$ cat src/rtl/dequantizer_stream.sv
// Streaming Q5.10 -> Q15.16 dequantizer with a 2-entry output FIFO and
// per-frame delivered-word counter.
module dequantizer_stream #(
  parameter int CNT_W = 16
) (
  input  logic             clk,
  input  logic             rst,
  input  logic             in_valid,
  output logic             in_ready,
  input  logic [15:0]      in_data,
  input  logic             in_last,
  output logic             out_valid,
  input  logic             out_ready,
  output logic [31:0]      out_data,
  output logic             out_last,
  output logic [CNT_W-1:0] elem_count,
  output logic             frame_done
);

  typedef struct packed {
    logic [31:0] data;
    logic        last;
  } entry_t;

  // head_q is always the oldest entry so the outputs come straight from flops
  entry_t           head_q, head_d, tail_q, tail_d, wr_ent;
  logic [1:0]       occ_q, occ_d;
  logic             rdy_q;
  logic [CNT_W-1:0] cnt_q, cnt_d;
  logic             done_q, done_d;
  logic             push, pop;

  always_comb begin
    wr_ent.data = {{10{in_data[15]}}, in_data, 6'b0};
    wr_ent.last = in_last;
  end

  assign in_ready   = rdy_q && (occ_q < 2'd2);
  assign out_valid  = (occ_q != 2'd0);
  assign out_data   = head_q.data;
  assign out_last   = head_q.last;
  assign elem_count = cnt_q;
  assign frame_done = done_q;

  assign push = in_valid && in_ready;
  assign pop  = out_valid && out_ready;

  always_comb begin
    head_d = head_q;
    tail_d = tail_q;
    occ_d  = occ_q;
    case ({push, pop})
      2'b10: begin
        if (occ_q == 2'd0) head_d = wr_ent;
        else               tail_d = wr_ent;
        occ_d = occ_q + 2'd1;
      end
      2'b01: begin
        head_d = tail_q;
        occ_d  = occ_q - 2'd1;
      end
      // push and pop together only happen at occupancy 1
      2'b11: head_d = wr_ent;
      default: ;
    endcase
  end

  always_comb begin
    cnt_d  = cnt_q;
    done_d = 1'b0;
    if (pop) begin
      if (head_q.last) begin
        cnt_d  = '0;
        done_d = 1'b1;
      end else if (cnt_q != {CNT_W{1'b1}}) begin
        cnt_d = cnt_q + 1'b1;
      end
    end
  end

  always_ff @(posedge clk or posedge rst) begin
    if (rst) begin
      head_q <= '0;
      tail_q <= '0;
      occ_q  <= 2'd0;
      rdy_q  <= 1'b0;
      cnt_q  <= '0;
      done_q <= 1'b0;
    end else begin
      head_q <= head_d;
      tail_q <= tail_d;
      occ_q  <= occ_d;
      rdy_q  <= 1'b1;
      cnt_q  <= cnt_d;
      done_q <= done_d;
    end
  end

endmodule

$ cat config.mk
export PLATFORM = sky130hd
export DESIGN_NAME = dequantizer_stream
export DESIGN_NICKNAME = d
export VERILOG_FILES = /design/src/rtl/dequantizer_stream.sv
export SDC_FILE = /design/constraint.sdc
export NUM_CORES = 1
export LEC_CHECK = 0
export BUFFER_PORTS_ARGS = -buffer_cell sky130_fd_sc_hd__buf_2
export CAP_MARGIN = 10
export CORE_MARGIN = 10
export CORE_UTILIZATION = 50
export DETAILED_ROUTE_END_ITERATION = 8
export PLACE_DENSITY = 0.79
export SETUP_SLACK_MARGIN = 0.1
export SLEW_MARGIN = 0
export SYNTH_ARGS = -nofsm -noshare
export SYNTH_HDL_FRONTEND = slang
export SYNTH_SLANG_ARGS = --single-unit
$ cat constraint.sdc
create_clock -name clk -period 4.1 [get_ports clk]
set_input_delay 0.205 -clock clk [delete_from_list [all_inputs] [get_ports clk]]
set_output_delay 0.205 -clock clk [all_outputs]
set_load 0.05 [all_outputs]
==> reports/qor.txt <==
Least-Margin Pin Slew - 1050 ps
Clock Skew - 4.78 ps
CP bufs+invs - 1
largest net degree at the start of global routing - 55
Setup Buffers After CTS - 0
main combinational cell family by area after synthesis - multiplexers
Core Box Area - 0.00524 mm2
GRT Util Overall - 13.3%
number of fill cells - 462
worst r2r dst - occ_q[1]
Post-synth top cells - dfrtp_1 (54), nand2_1 (24), mux2i_1 (21), mux2_1 (18), o21ai_1 (18)
Die Area - 0.00889 mm2
Worst Path Required - 4330 ps
cell taking the most area after synthesis - dfrtp_1
GP Congestion - 0.841
CP max FO - 18
XOR/XNOR share of the synthesized area - 0.952%
Post-Synth Simple-Gate Area - 14.8%
critical path class - flip-flop to flip-flop
# DRC - 0
Max Freq - 392 MHz
Layout Cells excl Fill - 372
most common cell in the netlist - dfrtp_1
setup_tns - 0 ps
drt wl/cell - 16.0 um
post-DP HPWL - 4360 um
Final Max Slew Viols - 0
reg2reg start - occ_q[0]
H-tree Lvls - 2
outcome - finished, final reports clean
crit path cell chain - o21ai_2 > inv_2 > ha_1 > xnor2_1 > nor2_1 > xor2_1
Rows - 26
Sw Pwr - 0.00139 W
count of cell types in the netlist - 49
fin crit period - 2550 ps
hold buffers post-CTS - 0
share of the synthesized area in the top cell type - 49.0%
ant diodes - 0
PortBufs - 66
switching part of the total power - 52.4%
VDD IR-drop max - 0.461 mV
Seq pwr share - 36.6%
Worst R2R Path Depth - 6
Max-Cap Viols - 0
clk_lat worst skew - 300 ps
Pre-Repair DR Iteration Count - 4
Power Density - 854 mW/mm2
Synth area leaders - dfrtp_1 (49%), mux2i_1 (7.6%), mux2_1 (7.3%)
adder-cell share of the synthesized area - 1.36%
final hold violation count - 0
post-synthesis cell count - 251
synthesized area - 0.00276 mm2
Logic pwr share - 51.5%
remaining global-route overflow - 0
Initial Utilization - 52.7%
yosys warns - 0
Worst-path clk slew - 100 ps
global-route wire length before repair - 9710 um
share of cells above drive strength 1 - 28.5%
Seq/Total Area, Yosys - 49.0%
internal reg-to-reg setup slack - 1550 ps
startpoint types - flip-flop
Design Power - 0.00266 W
relative slew slack - 30.2%
Die H - 94.3 um
vias in the first global route - 2075
chip width - 94.3 um
CP max-delay cell - ha_1
Top FF cell, synth - dfrtp_1
leakage power - 1.47 nW
clock sinks - 54
mean post-synth cell area - 11.0 um2
final setup fails - 0
multiplexer share of the synthesized area - 15.0%
TritonCTS clock tree - yes
dpl cells - 364
initial antenna violation count - 0
via count - 2025
Multi-input gate area - 0.00122 mm2
clock buffer depth - 2
fin crit share - 62.2%
CP arrival - 2780 ps
Layout area overhead - 12.8%
clock power share - 11.9%
FF+latch count, synth - 54
Critical Path Sink Type - flip-flop
final WL - 5940 um
post-route ant nets - 0
RSZ-0062 raised after global routing - false
Post-layout nets - 325
Compound-Gate Fraction of Synth Area - 11.1%
Pint - 0.00126 W
Storage cell area - 0.00135 mm2
critical path's top delay family - adder cells
1st-iter DRT viols - 145
Hold Path Class - input port to async pin
CTS buffer count - 5
Vias/cell - 5.44
CP max stage delay - 620 ps
# IOs - 73
number of synthesized flops with an enable pin - 0
CTS resizes - 0
clock root buffer - clkbuf_8
fraction of registers with async set/reset - 100%
==> layer usage <==
metal  track usage (%)  wire length [um]  vias up
met5                 0                 0        -
met4              3.16                49        0
met3              3.68               368        6
met2              22.7              3050       55
met1              16.0              2470      984
li1                  -                 -      980
==> layout by cell type (no fill, tap or decap), types with 5 or more instances in the layout <==
cell type and instances:
buf_2 66, mux2i_1 21, nor3_1 6, nand2_1 24, o2bb2ai_1 5, nor2_1 10
mux2_1 18, clkbuf_8 6, conb_1 7, o21ai_1 18, dfrtp_1 54, nand3_1 5
==> area by class of cell <==
| class | instances | area share (%) |
|---|---|---|
| clock inverter | 2 | 0.523 |
| tap | 70 | 2.81 |
| sequential | 54 | 43.4 |
| inverter | 5 | 0.603 |
| timing repair buffer | 67 | 10.9 |
| multi-input combinational | 168 | 39.1 |
| clock buffer | 6 | 2.65 |
==> worst register-to-register path: stages, from the launching register on <==
cell     delay (ps)
dfrtp_1         440
o21ai_2         610
inv_2           200
ha_1            620
xnor2_1         260
nor2_1          160
xor2_1          170
==> logic make-up (layout without fill, tap and decap cells) <==
group           after synthesis  count (layout)
xor+xnor                      3               3
simple gates                 72              72
mux                          39              39
fa+ha+maj                     3               3
buf+inv                      34              80
flops                        54              54
compound gates               44              44
other cells                   2               7
==> how the worst max path moves through the flow <==
stage	from	endpoint	slack, ps	cells after the start
2_1_floorplan	occ_q[1]	out_data[10]	1720	7
3_3_place_gp	occ_q[0]	occ_q[1]	1650	6
3_5_place_dp	occ_q[0]	occ_q[1]	1560	6
4_1_cts	occ_q[0]	occ_q[1]	1530	6
5_1_grt	occ_q[0]	occ_q[1]	1290	6
6_report	occ_q[0]	occ_q[1]	1550	6
==> state kept, by name, summed over array words and instances (netlist names) <==
name        cells
out_last        1
out_data       16
rdy_q           1
frame_done      1
elem_count     16
occ_q           2
tail_q         17
==> power by group through the flow <==
stage               clock [W]  sequential [W]  combinational (W)
floorplan                   0         0.00134           0.000785
CTS                  0.000328        0.000971            0.00139
global placement            0        0.000967            0.00136
detailed placement          0        0.000982            0.00139
global route         0.000342         0.00101            0.00147
finish               0.000316        0.000973            0.00137
==> per-stage QoR <==
step                setup WS (ps)  hold slack (ps)  util [%]  cell area (um2)
floorplan                    1720              337         -             2780
global placement             1650              432      57.5             3010
detailed placement           1560              431      57.5             3010
CTS                          1530              100      59.4             3110
global route                 1290              109      59.4             3110
finish                       1550             68.3      59.4             3110
No activity file was read; power rests on OpenSTA's default activity.
